==> src/rtl/ex_mem_pipe_reg.sv <==
// EX/MEM pipeline register: valid/ready handshake, optional skid
// entry, synchronous flush and a saturating stall-cycle counter.
module ex_mem_pipe_reg #(
  parameter int DATA_W = 32,
  parameter int REG_W  = 5,
  parameter int WB_W   = 2,
  parameter int M_W    = 3,
  parameter int SKID   = 1,
  parameter int CNT_W  = 16
) (
  input  logic              clk,
  input  logic              reset,
  input  logic              in_valid,
  output logic              in_ready,
  input  logic [WB_W-1:0]   wb_ctl_in,
  input  logic [M_W-1:0]    m_ctl_in,
  input  logic [DATA_W-1:0] add_result_in,
  input  logic              zero_in,
  input  logic [DATA_W-1:0] alu_result_in,
  input  logic [DATA_W-1:0] read_data2_in,
  input  logic [REG_W-1:0]  mux_out_in,
  input  logic              flush,
  output logic              out_valid,
  input  logic              out_ready,
  output logic [WB_W-1:0]   wb_ctl_out,
  output logic [M_W-1:0]    m_ctl_out,
  output logic [DATA_W-1:0] add_result_out,
  output logic              zero_out,
  output logic [DATA_W-1:0] alu_result_out,
  output logic [DATA_W-1:0] read_data2_out,
  output logic [REG_W-1:0]  mux_out_out,
  output logic [CNT_W-1:0]  stall_cycles
);

  typedef struct packed {
    logic [WB_W-1:0]   wb;
    logic [M_W-1:0]    m;
    logic [DATA_W-1:0] add;
    logic              zero;
    logic [DATA_W-1:0] alu;
    logic [DATA_W-1:0] rd2;
    logic [REG_W-1:0]  rd;
  } beat_t;

  localparam bit HAS_SKID = (SKID != 0);

  beat_t            main_q;
  beat_t            skid_q;
  beat_t            in_beat;
  logic             main_v;
  logic             skid_v;
  logic             take;
  logic             drain;
  logic [CNT_W-1:0] stall_q;

  assign in_beat = {wb_ctl_in, m_ctl_in, add_result_in, zero_in,
                    alu_result_in, read_data2_in, mux_out_in};

  // with a skid entry, in_ready comes straight from a flop
  assign in_ready = HAS_SKID ? !skid_v : (!main_v || out_ready);
  assign take     = in_valid && in_ready;
  assign drain    = main_v && out_ready;

  always_ff @(posedge clk) begin
    if (!reset) begin
      main_v <= 1'b0;
      skid_v <= 1'b0;
      main_q <= '0;
      skid_q <= '0;
    end else begin
      if (skid_v && drain) begin
        main_q <= skid_q;
        main_v <= 1'b1;
        skid_v <= 1'b0;
      end else if (take && (!main_v || drain)) begin
        main_q <= in_beat;
        main_v <= 1'b1;
      end else if (take && HAS_SKID) begin
        skid_q <= in_beat;
        skid_v <= 1'b1;
      end else if (drain) begin
        main_v <= 1'b0;
      end
      if (flush) begin
        main_v <= 1'b0;
        skid_v <= 1'b0;
      end
    end
  end

  always_ff @(posedge clk) begin
    if (!reset) begin
      stall_q <= '0;
    end else if (main_v && !out_ready && stall_q != '1) begin
      stall_q <= stall_q + CNT_W'(1);
    end
  end

  // bubbles carry zero control so MEM/WB never act on them
  assign out_valid      = main_v;
  assign wb_ctl_out     = main_v ? main_q.wb : '0;
  assign m_ctl_out      = main_v ? main_q.m : '0;
  assign add_result_out = main_q.add;
  assign zero_out       = main_q.zero;
  assign alu_result_out = main_q.alu;
  assign read_data2_out = main_q.rd2;
  assign mux_out_out    = main_q.rd;
  assign stall_cycles   = stall_q;

endmodule
==> config.mk <==
export PLATFORM = sky130hd
export DESIGN_NAME = ex_mem_pipe_reg
export DESIGN_NICKNAME = d
export VERILOG_FILES = /design/src/rtl/ex_mem_pipe_reg.sv
export SDC_FILE = /design/constraint.sdc
export NUM_CORES = 1
export LEC_CHECK = 0
export CAP_MARGIN = 40
export CORE_ASPECT_RATIO = 0.7
export CORE_MARGIN = 1.5
export CORE_UTILIZATION = 45
export DETAILED_ROUTE_END_ITERATION = 16
export PLACE_DENSITY = 0.74
export SYNTH_ARGS = -nofsm -noshare
export SYNTH_HDL_FRONTEND = slang
export SYNTH_SLANG_ARGS = --single-unit
==> constraint.sdc <==
create_clock -name clk -period 1.6 [get_ports clk]
set_input_delay 0.32 -clock clk [delete_from_list [all_inputs] [get_ports clk]]
set_output_delay 0.32 -clock clk [all_outputs]
set_load 0.02 [all_outputs]
==> results.ini <==
[global_route]
antenna_found_initial = 0
grt_max_degree = 75
grt_pass1_vias = 7871
grt_pass1_wl_mm = 42.1
track_usage = 0.221
grt-ovfl-total = 0

[layout]
drive_above_1_share = 0.200
area_delta_synth_final_pct = 43.7
diodes = 0
post-route-util = 0.660
final_nets = 1453
num-fill-cells = 1708

[yosys]
synth_cell_types = 41
avgSynthCellArea_um2 = 8.63
syn_nets = 1270
yosys_warnings = 0
yosys_register_bits = 232
syn_inst = 1157
yosysSeqAreaShare = 0.465
synth_area_um2 = 9990

[worst_setup_path]
crit_path_frequent_cell = buf_6
worstPathRequired_ns = 2.05
startpoint_type = flip-flop
crit_fanout = 8
crit_path_end_kind = flip-flop
cp_cell_sequence = buf_6 > buf_6 > nand2b_4 > or3_4 > or4_4 > a21oi_2
path_class = flip-flop to flip-flop
slowest_delay_ns = 0.50
slowest_stage = or4_4
arrival_ns = 2.14

[timing]
postLayoutSetupSlackWorst_ns = -0.0926
rsz0062_at_grt = yes
fin_skew_ns = 0.0120
fin_crit_sh = 1.06
finalHoldViolCount = 0
slew_viol_final = 0
max_freq_mhz = 591
hold-worst-slack_ns = 0.384
setup-tns-final_ns = -0.684
setup_viol = 19
relSlewSlack = 0.686
finalCriticalPeriod_ns = 1.69
worst_slew_pin_slew_ns = 0.467

[drt]
routed_wl_mm = 28.9
drt-pass1-iter-count = 5
vias = 8735
drc = 0
ant_nets = 0
drtIter0Drc = 551
wl_per_cell_um = 17.6
viasPerCell = 5.33

[floorplanning]
ios = 237
initial_utilization = 0.460
num_rows = 45
die_area_um2 = 23100
dieWidth_um = 181
die_h_um = 128
core_area_um2 = 21700

[hold_path]
hp-class = primary input to flip-flop

[pwr]
peakVddDrop_v = 0.000861
leakage_nw = 6.33
total_power_mw = 14.2
p_per_area_nw_per_um2 = 991

[cts]
clock_latency_ns = 0.51
clock-sinks = 232
holdBufCountCts = 0
ctsRootBufferMaster = clkbuf_16
cts_inserted_buffers = 24
clk_path_buf_depth = 3
clk_pin_slew_ns = 0.07
cts_tree = done
htreeDepth = 1

[status]
violations = setup timing
outcome = finished with violations

[flow_run]
cap_violations = 0

[placed_design]
portBuffers = 236
hpwl_mm = 17.1
gp_congestion = 0.796
place_ws_ns = -0.460

[final timing paths]
check,startpoint,endpoint,slack [ns],cells past startpoint
setup reg to reg,out_valid,stall_cycles[9],-0.09,6
hold reg to reg,skid_q[0],skid_q[0],0.45,2
setup / recovery,out_valid,stall_cycles[9],-0.09,6
hold / removal,alu_result_in[23],skid_q[60],0.38,3
[report_power, final]
| group | switching, mW | internal, mW | leakage [nW] |
|---|---|---|---|
| sequential | 0.151 | 6.02 | 1.91 |
| clock | 2.34 | 3.70 | 0.431 |
| combinational | 1.01 | 0.989 | 3.99 |
[what timing repair did]
item,4_1_cts,5_1_grt
hold endpoints to repair,0,0
gates resized for setup,195,127
pin swaps,20,60
cloned,6,14
setup buffers,8,5
endpoints found under the setup margin,134,201
[state kept, by name, summed over array words and instances, names as in the netlist]
register and count:
skid_q 107, add_result_out 32, alu_result_out 32, read_data2_out 32
stall_cycles 16, main_q 5, mux_out_out 5, out_valid 1
skid_v 1, zero_out 1
[routing by layer]
layer / track usage / wire [um]
met5: 0 / 0
met4: 0.0471 / 449
met3: 0.0528 / 2080
met2: 0.350 / 13100
met1: 0.309 / 13300
[cells by family after synthesis]
group / synth area share
adder cells (fa/ha/maj): 0.00125
AO/OA/AOI/OAI: 0.152
AND/OR/NAND/NOR: 0.156
flip-flops: 0.465
multiplexers: 0.111
buffers and inverters: 0.114
[cells in the final DEF, fill, tap and decap left out, drive strengths merged, types with 18 or more instances in the layout]
cell type / instances
dlygate4sd2: 96
clkbuf: 51
clkdlybuf4s15: 18
nand2: 224
a21oi: 116
dfxtp: 232
clkdlybuf4s50: 111
a211oi: 108
nor2: 114
mux2i: 111
buf: 106
[cells in the mapped netlist (all sizes together)]
cell type  count  area (um2)
a31oi          1        6.26
o21ai          6        30.0
nor2b          1        6.26
o41ai          3        26.3
and4           1        8.76
or4b           1        10.0
nand3b         1        7.51
o31ai          3        22.5
o311a          1        11.3
nand2        224         841
inv            5        18.8
o211ai         1        7.51
nor2         114         428
and2           5        31.3
clkbuf        52         195
nor3b          1        7.51
buf          134         930
dfxtp        232        4640
nand4b         1        8.76
nor4           2        12.5
a21oi        116         584
nor3           3        15.0
o311ai         2        17.5
ha             1        12.5
and3           2        12.5
or4            2        15.0
nand3          6        35.0
mux2i        111        1110
nand4          4        25.0
a211oi       108         811
or3            6        45.0
nand2b         7        51.3
[stage by stage]
stage                     instances  cell area, um2
after global routing           1640           14400
after CTS                      1621           13600
final                          1640           14400
after floorplan                1157           10000
after detailed placement       1563           12500
after global placement         1563           12500
[worst max-delay path: cells and delay by family (launching register included)]
| family | cells | cell delay [ns] |
|---|---|---|
| buffers and inverters | 2 | 0.20 |
| AOI/OAI and AO/OA | 1 | 0.12 |
| and+or+nand+nor | 3 | 0.94 |
| DFF | 1 | 0.38 |
[area by class of cell]
class                      instances  area, um2  share of cell area
clock inverter                     5       82.6             0.00575
clock buffer                      39        790              0.0550
multi-input combinational        734       4630               0.322
tap                              282        353              0.0246
sequential                       232       4670               0.326
timing repair buffer             343       3800               0.265
inverter                           5       23.8             0.00166
No activity file was read; power rests on OpenSTA's default activity.
